<file path="config.mk">
export PLATFORM = sky130hd
export DESIGN_NAME = star_bbox_finder_flat
export DESIGN_NICKNAME = d
export VERILOG_FILES = /design/src/rtl/star_bbox_finder_if.sv /design/src/rtl/star_bbox_finder.sv /design/src/flat_wrapper.sv
export SDC_FILE = /design/constraint.sdc
export NUM_CORES = 1
export LEC_CHECK = 0
export BUFFER_PORTS_ARGS = -buffer_cell sky130_fd_sc_hd__buf_2
export CORE_ASPECT_RATIO = 1.75
export CORE_UTILIZATION = 55
export CTS_CLUSTER_SIZE = 24
export DETAILED_ROUTE_END_ITERATION = 16
export GPL_ROUTABILITY_DRIVEN = 0
export PLACE_DENSITY = 0.77
export SLEW_MARGIN = 30
export SYNTH_ARGS = -nofsm -noshare
export SYNTH_HDL_FRONTEND = slang
export SYNTH_SLANG_ARGS = --single-unit
</file>
<file path="constraint.sdc">
create_clock -name clk -period 5.9 [get_ports clk]
set_input_delay 0.59 -clock clk [delete_from_list [all_inputs] [get_ports clk]]
set_output_delay 0.59 -clock clk [all_outputs]
set_load 0.03 [all_outputs]
</file>
<file path="src/rtl/star_bbox_finder_if.sv">
// Request/result handshake and frame-RAM read port of the star bounding-box finder.
// The slave modport is the finder; the master modport is its environment (detector + RAM).
interface star_bbox_finder_if #(
  parameter int X_W    = 3,
  parameter int Y_W    = 3,
  parameter int PIX_W  = 3,
  parameter int ADDR_W = 6
);
  logic              start;
  logic [X_W-1:0]    x_in;
  logic [Y_W-1:0]    y_in;
  logic [ADDR_W-1:0] mem_addr;
  logic [PIX_W-1:0]  mem_q;
  logic              busy;
  logic              done;
  logic              err;
  logic [X_W-1:0]    left;
  logic [X_W-1:0]    right;
  logic [Y_W-1:0]    top;
  logic [Y_W-1:0]    bottom;
  logic [X_W-1:0]    mid_x;
  logic [Y_W-1:0]    mid_y;

  modport master (
    output start, x_in, y_in, mem_q,
    input  mem_addr, busy, done, err, left, right, top, bottom, mid_x, mid_y
  );

  modport slave (
    input  start, x_in, y_in, mem_q,
    output mem_addr, busy, done, err, left, right, top, bottom, mid_x, mid_y
  );
endinterface

</file>
<file path="src/rtl/star_bbox_finder.sv">
// Walks the frame RAM from a seed pixel and reports the star's bounding box and centre.
// Scan order: right, left (row of the seed), then down, up (column mid_x).
module star_bbox_finder #(
  parameter int X_RES     = 6,
  parameter int Y_RES     = 6,
  parameter int X_W       = 3,
  parameter int Y_W       = 3,
  parameter int PIX_W     = 3,
  parameter int ADDR_W    = 6,
  parameter int THRESHOLD = 0
) (
  input logic                clk,
  input logic                resetn,
  star_bbox_finder_if.slave  bus
);

  typedef enum logic [3:0] {
    IDLE, SEED_REQ, SEED_CHK, RIGHT_REQ, RIGHT_CHK, LEFT_REQ, LEFT_CHK,
    DOWN_REQ, DOWN_CHK, UP_REQ, UP_CHK, DONE
  } state_t;

  state_t            state;
  logic [Y_W-1:0]    ySeed;
  logic [X_W-1:0]    leftR, rightR, midXR;
  logic [Y_W-1:0]    topR, bottomR, midYR;
  logic              errR, busyR, doneR;
  logic [ADDR_W-1:0] addrR;

  logic              bright;
  logic              seedDark;
  state_t            nextReq;
  logic [X_W-1:0]    nLeft, nRight, nMidX;
  logic [Y_W-1:0]    nTop, nBottom, nMidY;
  logic [X_W:0]      sumX;
  logic [Y_W:0]      sumY;
  logic [ADDR_W-1:0] nextAddr;

  function automatic logic [ADDR_W-1:0] addrOf(input logic [Y_W-1:0] y, input logic [X_W-1:0] x);
    return ADDR_W'(y) * ADDR_W'(X_RES) + ADDR_W'(x);
  endfunction

  // Evaluate the pending probe, then skip every scan already at the frame edge so that
  // the next request goes straight out on the same edge.
  always_comb begin
    bright   = bus.mem_q > PIX_W'(THRESHOLD);
    seedDark = 1'b0;
    nLeft    = leftR;
    nRight   = rightR;
    nTop     = topR;
    nBottom  = bottomR;
    nextReq  = DONE;
    case (state)
      SEED_CHK:  if (bright) nextReq = RIGHT_REQ; else seedDark = 1'b1;
      RIGHT_CHK: if (bright) begin nRight = rightR + X_W'(1); nextReq = RIGHT_REQ; end
                 else nextReq = LEFT_REQ;
      LEFT_CHK:  if (bright) begin nLeft = leftR - X_W'(1); nextReq = LEFT_REQ; end
                 else nextReq = DOWN_REQ;
      DOWN_CHK:  if (bright) begin nBottom = bottomR + Y_W'(1); nextReq = DOWN_REQ; end
                 else nextReq = UP_REQ;
      UP_CHK:    if (bright) begin nTop = topR - Y_W'(1); nextReq = UP_REQ; end
                 else nextReq = DONE;
      default:   nextReq = DONE;
    endcase

    if (nextReq == RIGHT_REQ && nRight == X_W'(X_RES - 1)) nextReq = LEFT_REQ;
    if (nextReq == LEFT_REQ && nLeft == '0) nextReq = DOWN_REQ;
    if (nextReq == DOWN_REQ && nBottom == Y_W'(Y_RES - 1)) nextReq = UP_REQ;
    if (nextReq == UP_REQ && nTop == '0) nextReq = DONE;

    sumX  = {1'b0, nLeft} + {1'b0, nRight};
    sumY  = {1'b0, nTop} + {1'b0, nBottom};
    nMidX = X_W'(sumX >> 1);
    nMidY = Y_W'(sumY >> 1);

    case (nextReq)
      RIGHT_REQ: nextAddr = addrOf(ySeed, nRight + X_W'(1));
      LEFT_REQ:  nextAddr = addrOf(ySeed, nLeft - X_W'(1));
      DOWN_REQ:  nextAddr = addrOf(nBottom + Y_W'(1), nMidX);
      UP_REQ:    nextAddr = addrOf(nTop - Y_W'(1), nMidX);
      default:   nextAddr = addrR;
    endcase
  end

  always_ff @(posedge clk or negedge resetn) begin
    if (!resetn) begin
      state   <= IDLE;
      ySeed   <= '0;
      leftR   <= '0;
      rightR  <= '0;
      midXR   <= '0;
      topR    <= '0;
      bottomR <= '0;
      midYR   <= '0;
      errR    <= 1'b0;
      busyR   <= 1'b0;
      doneR   <= 1'b0;
      addrR   <= '0;
    end else begin
      doneR <= 1'b0;
      case (state)
        IDLE: begin
          if (bus.start) begin
            ySeed   <= bus.y_in;
            leftR   <= bus.x_in;
            rightR  <= bus.x_in;
            midXR   <= bus.x_in;
            topR    <= bus.y_in;
            bottomR <= bus.y_in;
            midYR   <= bus.y_in;
            errR    <= 1'b0;
            busyR   <= 1'b1;
            addrR   <= addrOf(bus.y_in, bus.x_in);
            state   <= SEED_REQ;
          end
        end
        SEED_REQ:  state <= SEED_CHK;
        RIGHT_REQ: state <= RIGHT_CHK;
        LEFT_REQ:  state <= LEFT_CHK;
        DOWN_REQ:  state <= DOWN_CHK;
        UP_REQ:    state <= UP_CHK;
        SEED_CHK, RIGHT_CHK, LEFT_CHK, DOWN_CHK, UP_CHK: begin
          leftR   <= nLeft;
          rightR  <= nRight;
          topR    <= nTop;
          bottomR <= nBottom;
          if (seedDark) errR <= 1'b1;
          // mid_x is final once the row scans are over; it steers the column scans
          if (nextReq == DOWN_REQ || nextReq == UP_REQ || nextReq == DONE) midXR <= nMidX;
          if (nextReq == DONE) begin
            midYR <= nMidY;
            busyR <= 1'b0;
            doneR <= 1'b1;
          end
          addrR <= nextAddr;
          state <= nextReq;
        end
        DONE:    state <= IDLE;
        default: state <= IDLE;
      endcase
    end
  end

  assign bus.mem_addr = addrR;
  assign bus.busy     = busyR;
  assign bus.done     = doneR;
  assign bus.err      = errR;
  assign bus.left     = leftR;
  assign bus.right    = rightR;
  assign bus.top      = topR;
  assign bus.bottom   = bottomR;
  assign bus.mid_x    = midXR;
  assign bus.mid_y    = midYR;

endmodule

</file>
<file path="src/flat_wrapper.sv">
// flat-port wrapper written by rule: the top's interface ports become plain ports
module star_bbox_finder_flat 
#(
  parameter int X_RES     = 6,
  parameter int Y_RES     = 6,
  parameter int X_W       = 3,
  parameter int Y_W       = 3,
  parameter int PIX_W     = 3,
  parameter int ADDR_W    = 6,
  parameter int THRESHOLD = 0
)
  (clk, resetn, bus_start, bus_x_in, bus_y_in, bus_mem_q, bus_mem_addr, bus_busy, bus_done, bus_err, bus_left, bus_right, bus_top, bus_bottom, bus_mid_x, bus_mid_y);
  star_bbox_finder_if #(.X_W(X_W), .Y_W(Y_W), .PIX_W(PIX_W), .ADDR_W(ADDR_W)) bus_i ();
  input logic clk;
  input logic resetn;
  input wire logic [$bits(bus_i.start)-1:0] bus_start;
  input wire logic [$bits(bus_i.x_in)-1:0] bus_x_in;
  input wire logic [$bits(bus_i.y_in)-1:0] bus_y_in;
  input wire logic [$bits(bus_i.mem_q)-1:0] bus_mem_q;
  output wire logic [$bits(bus_i.mem_addr)-1:0] bus_mem_addr;
  output wire logic [$bits(bus_i.busy)-1:0] bus_busy;
  output wire logic [$bits(bus_i.done)-1:0] bus_done;
  output wire logic [$bits(bus_i.err)-1:0] bus_err;
  output wire logic [$bits(bus_i.left)-1:0] bus_left;
  output wire logic [$bits(bus_i.right)-1:0] bus_right;
  output wire logic [$bits(bus_i.top)-1:0] bus_top;
  output wire logic [$bits(bus_i.bottom)-1:0] bus_bottom;
  output wire logic [$bits(bus_i.mid_x)-1:0] bus_mid_x;
  output wire logic [$bits(bus_i.mid_y)-1:0] bus_mid_y;
  assign bus_i.start = bus_start;
  assign bus_i.x_in = bus_x_in;
  assign bus_i.y_in = bus_y_in;
  assign bus_i.mem_q = bus_mem_q;
  assign bus_mem_addr = bus_i.mem_addr;
  assign bus_busy = bus_i.busy;
  assign bus_done = bus_i.done;
  assign bus_err = bus_i.err;
  assign bus_left = bus_i.left;
  assign bus_right = bus_i.right;
  assign bus_top = bus_i.top;
  assign bus_bottom = bus_i.bottom;
  assign bus_mid_x = bus_i.mid_x;
  assign bus_mid_y = bus_i.mid_y;
  star_bbox_finder #(.X_RES(X_RES), .Y_RES(Y_RES), .X_W(X_W), .Y_W(Y_W), .PIX_W(PIX_W), .ADDR_W(ADDR_W), .THRESHOLD(THRESHOLD)) u_core (.clk(clk), .resetn(resetn), .bus(bus_i));
endmodule
</file>
==> After elaboration in Yosys (flattened, before gate mapping) <==
Cells that the tools add are included.
{ "op_classes": {"reduce_logical": 17, "magnitude_cmp": 1, "n_addsub": 15, "eq_ne": 26, "mul": 4, "n_mux": 43} }
{ "op_table": {"columns": ["operator", "count"], "rows": [
  ["$mux W3", 13],
  ["$pmux W3 S2", 6],
  ["$eq A4 B3 Y1 const B", 8],
  ["$add A6 B3 Y6", 5],
  ["$mux W4", 7],
  ["$pmux W4 S7", 1],
  ["$eq A4 B4 Y1 const B", 6],
  ["$pmux W6 S4", 1],
  ["$mul A3 B2 Y5 const B", 4],
  ["$pmux W4 S5", 1],
  ["$eq A4 B2 Y1 const B", 4],
  ["$add A3 B1 Y3 const B", 4],
  ["$pmux W6 S2", 1],
  ["$reduce_and A3 Y1", 4],
  ["$sub A3 B1 Y3 const B", 4],
  ["$add A3 B3 Y4", 2],
  ["$mux W1", 8],
  ["$eq A3 B3 Y1 const B", 2],
  ["$logic_not A3 Y1", 2],
  ["$mux W6", 1],
  ["$ne A2 B1 Y1 const B", 3],
  ["$ne A5 B3 Y1 const B", 1],
  ["$reduce_or A5 Y1", 1],
  ["$eq A4 B1 Y1 const B", 1],
  ["other kinds (9)", 16]
]} }
{ "word_totals": {"inputBits": 12, "reg_bits": 34, "elab_cells": 118, "out_inout_bits": 27} }

==> Depth between registers and ports, before layout <==
Gate-level depths: netlist of run 1.
{ "depth": {"ltp_word": 20, "depth_mapped": 21, "depth_no_buf": 20} }

==> Worst setup path after synthesis of run 1 <==
No wires, ideal clock.
{ "synth_path": {"kind": "input-to-reg", "startpoint": "input port bus_mem_q[2]", "endpoint": "register u_core.addrR[3] (netlist: u_core.bus.mem_addr[3])", "setup_time_ps": 104, "t_arrival_ps": 4313, "path_stages": 20, "path_buffers": 1, "slack_ps": 1483, "required_ps": 5796, "cell_sequence": "or3_1 buf_2 nand2_1 nor2_1 a21oi_1 ha_1 ha_1 inv_1 a2111o_1 and4_1 o21ai_1 nand2_1 mux2_2 ha_1 fa_1 and3b_1 mux2i_1 o22ai_1 a211oi_1 a221oi_1"} }
{ "synth_via": {"elab_chain_len": 18, "elab_cells_between_ends": 50, "cone_classes": "add/sub: 9; mul: 2; order compare: 1; eq/ne: 11; mux: 20; reduce/logical: 7"} }
{ "synth_rtl": {"columns": ["element", "line", "source"], "rows": [
  ["start, declared", "flat_wrapper.sv:19", "input wire logic [$bits(bus_i.mem_q)-1:0] bus_mem_q;"],
  ["$gt A3 B1 Y1 (*)", "star_bbox_finder.sv:45", "bright = bus.mem_q > PIX_W'(THRESHOLD);"],
  ["parallel branches: the longest is 17 deep, another holds $add A6 B3 Y6", null, null],
  ["end signal, assigned", "star_bbox_finder.sv:112", "addrR <= addrOf(bus.y_in, bus.x_in);"],
  ["end signal, assigned", "star_bbox_finder.sv:134", "addrR <= nextAddr;"],
  ["end, declared", "star_bbox_finder.sv:27", "logic [ADDR_W-1:0] addrR;"]
]} }
Every way passes the cells marked *.
A chain may end at the register's enable or synchronous reset.

==> Worst setup path after layout of run 1 <==
{ "layout_path": {"startpoint": "register u_core.state[0]", "endpoint": "register u_core.addrR[3] (netlist: u_core.bus.mem_addr[3])"} }
{ "layout_via": {"elab_chain_len": 17, "elab_cells_between_ends": 49, "cone_classes": "add/sub: 9; mul: 2; eq/ne: 17; mux: 11; reduce/logical: 10"} }
{ "layout_rtl": {"columns": ["element", "line", "source"], "rows": [
  ["start, declared", "star_bbox_finder.sv:22", "state_t state;"],
  ["start signal, assigned", "star_bbox_finder.sv:135", "state <= nextReq;"],
  ["parallel branches: the longest is 17 deep, another holds $add A6 B3 Y6", null, null]
]} }
Several ways; the timed one is not identified.

==> metrics.txt, run 1 <==
Slew HR 0.432; instance area after placement approximately 3600 um2; Critical Path Source Type flip-flop; number of enable-type register cells in the synthesized netlist 0; Crit path arrival time roughly 5.2 ns; classification of the worst-slack hold path in -> async; # Max-Cap Violations 0; Layout area overhead 11.6%; slew of the pin with the lowest slew margin about 0.85 ns; filler instances approximately 540; master cell of the clock root buffer clkbuf_8; die outline area 6350 um2; Antenna diodes 0; most repeated library cell on the critical path ha_1; hold buffer count at CTS 0; dominant cell type by area after synthesis dfrtp_1; post-layout min period ~5.0 ns; clock transition at the registers of the reported paths around 0.090 ns; portion of synthesized cell area occupied by the leading cell type 0.257; final cell area excluding filler cells around 3700 um2; deepest level of the CTS H-tree 2; worst-path cell with the longest stage delay or4b_4; post-detailed-placement half-perimeter wirelength ~6100 um; outcome complete, no violations; Num CTS Buffers 5; Row Count 37; number of global-route vias before repair 2772; RSZ-0062 raised after global routing no; Resized cells post-CTS 0; clock tree sinks 34; deepest clock path buffer count 2; Post-Route Skew around 0.011 ns; Post CTS Setup Buffer Count 0; leading cell type in the layout, fill and taps excluded buf_2; Fin Setup TNS 0 ns; ratio of cells with drive above 1 in the final layout 0.188; Post-DRT Antenna Nets 0; cell types with the largest area share after synthesis dfrtp_1 (26%), ha_1 (12%), fa_1 (5.4%); worst setup path class reg -> reg; number of warning messages in the yosys log 0; Tot GR Track Use 0.277; critical-path cell list or4b_4 -> nor2_1 -> xnor2_1 -> inv_1 -> ha_1 -> nor2b_1 -> nand4_1 -> and2_1 -> a21oi_1 -> nand2_1 -> mux2_2 -> ha_1 -> fa_1 -> and3b_1 -> mux2i_1 -> o22ai_1 -> a211oi_1 -> a221oi_1; initial antenna violation count 0; number of endpoints failing setup at the final stage 0; share of synthesized flip-flops with an asynchronous set or reset 1.00; Std-Cell Core Area roughly 5800 um2; total congestion overflow after global routing 0; total of flip-flops plus latches after synthesis 34; first-pass GRT wire length around 13000 um; routed vias ~2800; Initial Util 0.568; maximum single-stage delay on the critical path approximately 0.62 ns; First-pass DRT Iterations 4; CTS tree done; Max Slew Vio Count 0; die boundary width between 60 and 70 um; IO Port Bufs 38; share of synthesized area occupied by flip-flops and latches 0.257; Required @ worst endpoint 6.12 ns; most used flip-flop cell after synthesis dfrtp_1; clock latency on the worst-skew pair 0.31 ns; detailed router's first-iteration violation count around 210; nets@finish between 400 and 500; I/O pin count 39; Vias per Instance between 5 and 6; share of the cycle needed by the critical path after routing 0.846; highest achievable clock rate 0.200 GHz; type of element capturing the critical path flip-flop; highest fanout seen on the critical path 16; Post-Syn Nets roughly 420; final hold violation count 0; cell area after technology mapping 3310 um2; commonest cells after routing, fill and taps aside buf_2 (38), nand2_1 (36), inv_1 (34), dfrtp_1 (34), ha_1 (33); DRC viols 0; number of distinct library cell variants in the gate-level netlist after synthesis 67; share of the core filled with cells 0.634; wire length reported by the detailed router about 8100 um; maximum number of pins on one net before global-route repair 35; routed length per placed instance roughly 17 um; mean instance size in the synthesized netlist 9.08 um2; Post-Synthesis Cells around 370; height of the die between 100 and 150 um
==> sequential cells by signal, summed over array words and instances, names as in the netlist <==
signal	count
u_core.ySeed	3
u_core.bus.done	1
u_core.bus.right	3
u_core.state	4
u_core.bus.mid_y	3
u_core.bus.mid_x	3
u_core.bus.mem_addr	6
u_core.bus.top	3
u_core.bus.err	1
u_core.bus.bottom	3
u_core.bus.busy	1
u_core.bus.left	3
==> routing by layer <==
layer	vias to the layer above	wire length, um	GRT usage
met5	-	0	0
met4	0	308	0.154
met3	23	314	0.0322
met2	95	4330	0.477
met1	1374	3110	0.314
li1	1350	-	-
==> layout make-up <==
class	instances	area, um2	area share
multi-input cells	284	2280	0.616
inverters	34	128	0.0345
clock buffers	5	68.8	0.0186
clock inverters	3	68.8	0.0186
repair buffers	40	205	0.0555
well taps	78	97.6	0.0264
flip-flops and latches	34	851	0.230
==> synthesized netlist by cell type, types with 3 or more instances <==
| library cell | number |
|---|---|
| inv_1 | 34 |
| a221o_1 | 4 |
| a21oi_1 | 24 |
| nand2_1 | 36 |
| dfrtp_1 | 34 |
| nor3_1 | 3 |
| or3_1 | 3 |
| a221oi_1 | 3 |
| fa_1 | 9 |
| clkbuf_1 | 8 |
| o211ai_1 | 4 |
| ha_1 | 33 |
| nor2b_1 | 4 |
| a211oi_1 | 6 |
| nand3_1 | 3 |
| o21ai_0 | 15 |
| o21a_1 | 3 |
| nand2b_1 | 5 |
| a21o_1 | 7 |
| xor2_1 | 9 |
| nor2_1 | 24 |
| o21ai_1 | 5 |
| mux2i_1 | 9 |
| xnor2_1 | 19 |
| o22ai_1 | 5 |
==> stage by stage <==
stage	hold slack, ns	worst slack [ns]	instances
2_1_floorplan	0.294	1.48	365
3_3_place_gp	0.461	1.05	470
3_5_place_dp	0.472	0.889	470
4_1_cts	0.391	0.969	478
5_1_grt	0.432	0.590	478
6_report	0.352	0.910	478
==> worst paths after layout <==
path | from | end | slack, ns | cells past startpoint
worst max-delay path | u_core.state[0] | u_core.bus.mem_addr[3] | 0.91 | 18
worst min-delay path | resetn | u_core.bus.mid_x[0] | 0.35 | 1
worst max register to register | u_core.state[0] | u_core.bus.mem_addr[3] | 0.91 | 18
worst min register to register | u_core.bus.mem_addr[1] | u_core.bus.mem_addr[1] | 0.49 | 2
max in group asynchronous | resetn | u_core.bus.bottom[1] | 5.03 | 1
min in group clk | u_core.bus.mem_addr[1] | u_core.bus.mem_addr[1] | 0.49 | 2
==> worst max-delay path, delay by kind of cell, from the launching register on <==
family	cells	cell delay, ns
AOI/OAI and AO/OA	4	0.55
and+or+nand+nor	7	1.97
adders and majority gates	3	0.92
muxes	2	0.46
buffers and inverters	1	0.13
DFF	1	0.56
xor gates and xnor gates	1	0.31
==> kinds of logic after synthesis <==
| family | count (synthesis) | synth area share |
|---|---|---|
| XOR/XNOR | 30 | 0.0857 |
| adder cells (fa/ha/maj) | 42 | 0.179 |
| flip-flops | 34 | 0.257 |
| multiplexers | 15 | 0.0498 |
| AND/OR/NAND/NOR | 101 | 0.165 |
| AO/OA/AOI/OAI | 96 | 0.208 |
| buffers and inverters | 47 | 0.0551 |
Power of run 1 is left out: the tool's default activity adds up to more than one toggle a clock period on the data nets, which glitch-free logic cannot reach.
==> inputs of run 2 (changes only) <==
--- a/config.mk
+++ b/config.mk
@@ -5,13 +5,14 @@
 export SDC_FILE = /design/constraint.sdc
 export NUM_CORES = 1
 export LEC_CHECK = 0
+export ABC_AREA = 1
 export BUFFER_PORTS_ARGS = -buffer_cell sky130_fd_sc_hd__buf_2
 export CORE_ASPECT_RATIO = 1.75
-export CORE_UTILIZATION = 55
+export CORE_UTILIZATION = 53
 export CTS_CLUSTER_SIZE = 24
 export DETAILED_ROUTE_END_ITERATION = 16
 export GPL_ROUTABILITY_DRIVEN = 0
-export PLACE_DENSITY = 0.77
+export PLACE_DENSITY = 0.78
 export SLEW_MARGIN = 30
 export SYNTH_ARGS = -nofsm -noshare
 export SYNTH_HDL_FRONTEND = slang
==> constraint.sdc (replaced) <==
create_clock -name clk -period 4.4 [get_ports clk]
set_input_delay 0.44 -clock clk [delete_from_list [all_inputs] [get_ports clk]]
set_output_delay 0.44 -clock clk [all_outputs]
set_load 0.03 [all_outputs]
==> run 2 against run 1 <==
Against the previous run:
- design area down 4.2%
- utilization is 0.47 points lower
- via count increased by 0.25%
- setup slack worse by 0.51 ns
- hold slack worse by 0.13 ns
- critical path depth up 7
- clock skew shrank 0.0051 ns
- critical path type unchanged
- highest routed layer unchanged
- routed wire length decreased by 5.5%
- sequential cell count unchanged
- register-to-register slack got worse by 0.51 ns
- non-clock buffer count increased by 2
==> metrics.txt, run 2 <==
portion of synthesized cell area occupied by the leading cell type 0.270 (was 0.257); filler instances 529 (was 542); # Max-Cap Violations 0 (unchanged); met1 capacity usage during global routing 0.289 (was 0.314); Row Count 36 (was 37); Tot GR Track Use 0.261 (was 0.277); endpoint of the worst setup timing path u_core.bus.mem_addr[5] (was u_core.bus.mem_addr[3]); share of the cycle needed by the critical path after routing 0.910 (was 0.846); worst setup path class reg -> reg (unchanged); Layout area overhead 12.3% (was 11.6%); highest fanout seen on the critical path 7 (was 16); startpoint of the most critical register-to-register path u_core.state[1] (was u_core.state[0]); post-layout min period 4.00 ns (was 4.99 ns); cell types with the largest area share after synthesis dfrtp_1 (27%), ha_1 (13%), nand2_1 (11%) (was dfrtp_1 (26%), ha_1 (12%), fa_1 (5.4%)); routed length per placed instance 14.3 um (was 16.8 um); RSZ-0062 raised after global routing no (unchanged); setup slack, reg-to-reg 0.40 ns (was 0.91 ns); Vias per Instance 5.35 (was 5.95); dominant cell by count in the synthesized netlist nand2_1 (unchanged); worst-path cell with the longest stage delay dfrtp_1 (was or4b_4); instance area after placement 3450 um2 (was 3560 um2); deepest clock path buffer count 2 (unchanged); source of the critical timing path u_core.state[1] (was u_core.state[0]); Hold WS 0.223 ns (was 0.352 ns); final hold violation count 0 (unchanged); height of the die 104 um (was 105 um); most crowded layer after global routing met2 (unchanged); number of enable-type register cells in the synthesized netlist 0 (unchanged); Num CTS Buffers 5 (unchanged); first-pass GRT wire length 12600 um (was 13100 um); nets@finish 510 (was 453); commonest cells after routing, fill and taps aside nand2_1 (90), inv_1 (60), buf_2 (38) (was buf_2 (38), nand2_1 (36), inv_1 (34), dfrtp_1 (34), ha_1 (33)); total of flip-flops plus latches after synthesis 34 (unchanged); First-pass DRT Iterations 4 (unchanged); area of combinational cells with multiple inputs 2030 um2 (was 2280 um2); slew of the pin with the lowest slew margin 0.786 ns (was 0.852 ns); Initial Util 0.560 (was 0.568); master cell of the clock root buffer clkbuf_8 (unchanged); maximum single-stage delay on the critical path 0.44 ns (was 0.62 ns); FF+latch area 851 um2 (unchanged); IO Port Bufs 38 (unchanged); cell area after technology mapping 3160 um2 (was 3310 um2); die outline area 6280 um2 (was 6350 um2); number of global-route vias before repair 2839 (was 2772); Post-Syn Nets 467 (was 419); capturing point of the worst reg2reg path u_core.bus.mem_addr[5] (was u_core.bus.mem_addr[3]); Critical Path Source Type flip-flop (unchanged); global routing met3 resource utilization 0.0361 (was 0.0322); clock transition at the registers of the reported paths 0.07 ns (was 0.09 ns); deepest level of the CTS H-tree 2 (unchanged); number of cells on the worst reg-to-reg path 25 (was 18); leading cell type in the layout, fill and taps excluded nand2_1 (was buf_2); DRC viols 0 (unchanged); most frequent cells after synthesis nand2_1 (90), inv_1 (60), dfrtp_1 (34), nor2_1 (34), ha_1 (33) (was nand2_1 (36), dfrtp_1 (34), inv_1 (34), ha_1 (33)); post-detailed-placement half-perimeter wirelength 5960 um (was 6100 um); number of endpoints failing setup at the final stage 0 (unchanged); number of flip-flops in the largest register 6 (unchanged); Required @ worst endpoint 4.63 ns (was 6.12 ns); number of warning messages in the yosys log 0 (unchanged); total congestion overflow after global routing 0 (unchanged); highest achievable clock rate 0.250 GHz (was 0.200 GHz); share of synthesized area occupied by flip-flops and latches 0.270 (was 0.257); Std-Cell Core Area 5630 um2 (was 5830 um2); Fin Setup TNS 0 ns (unchanged); dominant cell type by area after synthesis dfrtp_1 (unchanged); most used flip-flop cell after synthesis dfrtp_1 (unchanged); number of distinct library cell variants in the gate-level netlist after synthesis 40 (was 67); Antenna diodes 0 (unchanged); I/O pin count 39 (unchanged); routed vias 2849 (was 2842); initial antenna violation count 0 (unchanged); final cell area excluding filler cells 3540 um2 (was 3700 um2); Post-DRT Antenna Nets 0 (unchanged); clock latency on the worst-skew pair 0.29 ns (was 0.31 ns); Slew HR 0.476 (was 0.432); clock tree sinks 34 (unchanged); mean instance size in the synthesized netlist 7.64 um2 (was 9.08 um2); Post-Synthesis Cells 413 (was 365); wire length reported by the detailed router 7610 um (was 8050 um); Max Slew Vio Count 0 (unchanged); Post-Route Skew 0.00591 ns (was 0.0110 ns); type of element capturing the critical path flip-flop (unchanged); share of synthesized flip-flops with an asynchronous set or reset 1.00 (unchanged); Crit path arrival time 4.24 ns (was 5.21 ns); detailed router's first-iteration violation count 144 (was 209); maximum number of pins on one net before global-route repair 35 (unchanged); ratio of cells with drive above 1 in the final layout 0.193 (was 0.188); die boundary width 60.3 um (was 60.7 um); outcome complete, no violations (unchanged); Final WS setup 0.397 ns (was 0.910 ns); classification of the worst-slack hold path in -> async (unchanged); CTS tree done (unchanged); met2 usage 0.465 (was 0.477); Setup Slack @ Placement 0.0841 ns (was 0.889 ns)
-- run 2: changes by cell type in the layout (fill, tap and decap cells not counted), moves of 12 or more --
cell     change
inv_1       +26
nand2_1     +54
nand2_2     +12
xnor2_1     -14
nand3_1     +17
-- run 2: timing repair --
item	CTS	global route
hold buffers	0	0
resized for setup	0	5
setup endpoints to repair	0	2
buffers inserted	0	0
-- run 2: worst min-delay path by stage --
| stage | startpoint | endpoint | cells after the start |
|---|---|---|---|
| after floorplan | resetn | u_core.bus.bottom[0] | 0 |
| after global placement | u_core.bus.busy | u_core.bus.busy | 2 |
| after detailed placement | u_core.bus.mid_y[0] | u_core.bus.mid_y[0] | 2 |
| after CTS | resetn | u_core.bus.bottom[0] | 1 |
| after global routing | resetn | u_core.bus.top[0] | 1 |
| final | resetn | u_core.bus.top[0] | 1 |
-- run 2: logic make-up after synthesis --
kind of cell | synth area share
AOI/OAI and AO/OA | 0.131
and+or+nand+nor | 0.255
muxes | 0.00793
adders and majority gates | 0.188
buffers and inverters | 0.0896
DFF | 0.270
xor gates and xnor gates | 0.0587
-- run 2: per-layer routing --
layer | vias up | share of wire
met5 | - | 0
met4 | 0 | 0.040
met3 | 26 | 0.034
met2 | 86 | 0.53
met1 | 1328 | 0.39
li1 | 1409 | -
-- run 2: layout make-up --
cell class | count | area share
Multi-Input combinational cell | 305 | 0.572
Sequential cell | 34 | 0.240
Inverter | 68 | 0.0727
Timing Repair Buffer | 42 | 0.0621
Tap cell | 76 | 0.0268
Clock buffer | 7 | 0.0244
Clock inverter | 1 | 0.00141
-- run 2: critical path, delay by kind of cell, from the launching register on --
family	cells	cell delay (ns)
AO/OA/AOI/OAI	4	0.86
XOR/XNOR	1	0.13
adder cells (fa/ha/maj)	3	0.82
buffers and inverters	7	0.54
flip-flops	1	0.44
multiplexers	1	0.22
AND/OR/NAND/NOR	9	0.93
-- run 2: metrics by stage --
step	utilization	instances
after floorplan	-	413
after global placement	0.612	525
after detailed placement	0.612	525
after CTS	0.628	533
final	0.629	533
after global routing	0.629	533
Power of run 2 is left out for the same reason.
==> inputs of run 3 (changes only) <==
--- a/config.mk
+++ b/config.mk
@@ -8,11 +8,11 @@
 export ABC_AREA = 1
 export BUFFER_PORTS_ARGS = -buffer_cell sky130_fd_sc_hd__buf_2
 export CORE_ASPECT_RATIO = 1.75
-export CORE_UTILIZATION = 53
+export CORE_UTILIZATION = 45
 export CTS_CLUSTER_SIZE = 24
 export DETAILED_ROUTE_END_ITERATION = 16
 export GPL_ROUTABILITY_DRIVEN = 0
-export PLACE_DENSITY = 0.78
+export PLACE_DENSITY = 0.68
 export SLEW_MARGIN = 30
 export SYNTH_ARGS = -nofsm -noshare
 export SYNTH_HDL_FRONTEND = slang
==> run 3 against run 2 <==
Against the previous run:
- fmax is 1.7% higher
- first-iteration DRC count down 9.0%
- non-clock buffer count did not move
- global-route usage is 2.5 points lower
- clock skew down 0.0020 ns
- routed wire length is 2.6% higher
- register-to-register slack gained 0.07 ns
- largest cell class unchanged
==> metrics.txt, run 3 (synthesized netlist as in run 2, its figures left out) <==
slew of the pin with the lowest slew margin 0.906 ns (was 0.786 ns); Layout area overhead 14.5% (was 12.3%); Antenna diodes 0 (unchanged); total congestion overflow after global routing 0 (unchanged); highest fanout seen on the critical path 7 (unchanged); number of endpoints failing setup at the final stage 0 (unchanged); die boundary width 65.3 um (was 60.3 um); share of the core filled with cells 0.531 (was 0.629); most repeated library cell on the critical path nand2_1; deepest clock path buffer count 2 (unchanged); commonest cells after routing, fill and taps aside nand2_1 (90), inv_1 (60), buf_2 (38) (unchanged); initial antenna violation count 0 (unchanged); deepest level of the CTS H-tree 2 (unchanged); outcome complete, no violations (unchanged); cell family contributing the most delay on the critical path simple AND/OR/NAND/NOR gates (unchanged); Crit path arrival time 4.16 ns (was 4.24 ns); clock latency on the worst-skew pair 0.28 ns (was 0.29 ns); routed length per placed instance 14.4 um (was 14.3 um); post-detailed-placement half-perimeter wirelength 6090 um (was 5960 um); number of flip-flops in the largest register 6 (unchanged); share of the cycle needed by the critical path after routing 0.895 (was 0.910); Critical Path Source Type flip-flop (unchanged); maximum number of pins on one net before global-route repair 35 (unchanged); RSZ-0062 raised after global routing no (unchanged); detailed router's first-iteration violation count 131 (was 144); First-pass DRT Iterations 4 (unchanged); Post-Route Skew 0.00396 ns (was 0.00591 ns); classification of the worst-slack hold path in -> async (unchanged); Initial Util 0.464 (was 0.560); Fin Setup TNS 0 ns (unchanged); Max Slew Vio Count 0 (unchanged); final hold violation count 0 (unchanged); Buf/Inv on CP 7 (unchanged); Hold WS 0.256 ns (was 0.223 ns); leading cell type in the layout, fill and taps excluded nand2_1 (unchanged); clock tree sinks 34 (unchanged); height of the die 113 um (was 104 um); first-pass GRT wire length 13300 um (was 12600 um); wire length reported by the detailed router 7810 um (was 7610 um); Post-DRT Antenna Nets 0 (unchanged); type of element capturing the critical path flip-flop (unchanged); highest achievable clock rate 0.254 GHz (was 0.250 GHz); filler instances 694 (was 529); IO Port Bufs 38 (unchanged); clock transition at the registers of the reported paths 0.06 ns (was 0.07 ns); master cell of the clock root buffer clkbuf_16 (was clkbuf_8); worst setup path class reg -> reg (unchanged); number of global-route vias before repair 2823 (was 2839); # Max-Cap Violations 0 (unchanged); Slew HR 0.394 (was 0.476); Row Count 40 (was 36); worst-path cell with the longest stage delay dfrtp_1 (unchanged); maximum single-stage delay on the critical path 0.42 ns (was 0.44 ns); post-layout min period 3.94 ns (was 4.00 ns); routed vias 2807 (was 2849); CTS tree done (unchanged); Post CTS Setup Buffer Count 0 (unchanged); nets@finish 510 (unchanged); ratio of cells with drive above 1 in the final layout 0.195 (was 0.193); Std-Cell Core Area 6810 um2 (was 5630 um2); Vias per Instance 5.19 (was 5.35); Required @ worst endpoint 4.62 ns (was 4.63 ns); Tot GR Track Use 0.236 (was 0.261); DRC viols 0 (unchanged); die outline area 7360 um2 (was 6280 um2); Num CTS Buffers 5 (unchanged); I/O pin count 39 (unchanged)
-- run 3: cell counts in the layout (fill, tap and decap cells not counted) --
Identical to the previous run, type by type.
-- run 3: layout make-up --
class,count,area [um2],area share
Clock buffer,7,143,0.0395
Clock inverter,1,5.00,0.00139
Inverter,68,258,0.0713
Multi-Input combinational cell,305,2030,0.562
Sequential cell,34,851,0.235
Tap cell,84,105,0.0291
Timing Repair Buffer,42,220,0.0609
-- run 3: worst register-to-register path, cell delays in order (launching register included) --
cell	delay, ns
dfrtp_1	0.42
inv_2	0.09
nand2_1	0.09
inv_2	0.07
nand2_2	0.07
nor2_1	0.20
inv_1	0.10
o21ai_2	0.19
ha_1	0.17
nand3_1	0.14
o21bai_4	0.19
inv_1	0.12
o21ai_4	0.25
nand2_1	0.21
mux2i_1	0.24
ha_1	0.21
inv_1	0.06
fa_1	0.39
inv_1	0.07
nand2_1	0.05
xor2_1	0.13
o21ai_0	0.15
inv_1	0.05
nand2_1	0.08
nand2_1	0.07
nand2_1	0.06
-- run 3: stage by stage --
stage | cells | area [um2] | setup slack [ns]
final | 541 | 3610 | 0.463
after global routing | 541 | 3610 | 0.0197
after CTS | 541 | 3600 | 0.172
after detailed placement | 533 | 3460 | 0.114
after global placement | 533 | 3460 | 0.198
after floorplan | 413 | 3160 | 0.746
-- run 3: worst paths after layout --
path | start | endpoint | depth (start not counted) | slack [ns]
min in group clk | bus_y_in[1] | u_core.ySeed[1] | 3 | 0.46
worst min register to register | u_core.bus.mem_addr[3] | u_core.bus.mem_addr[3] | 2 | 0.48
worst min-delay path | resetn | u_core.bus.left[1] | 1 | 0.26
worst max-delay path | u_core.state[0] | u_core.bus.mem_addr[5] | 25 | 0.46
max in group asynchronous | resetn | u_core.bus.top[2] | 1 | 3.63
worst max register to register | u_core.state[0] | u_core.bus.mem_addr[5] | 25 | 0.46
-- run 3: per-layer routing --
layer / global-route usage / part of all wire / vias to the layer above
met5: 0 / 0 / -
met4: 0.132 / 0.045 / 0
met3: 0.0363 / 0.029 / 26
met2: 0.413 / 0.54 / 56
met1: 0.265 / 0.39 / 1318
li1: - / - / 1407
-- run 3: what timing repair did --
action	in CTS	in global routing
endpoints found under the setup margin	0	4
gates resized for setup	0	5
hold buffers	0	0
Power of run 3 is left out for the same reason.
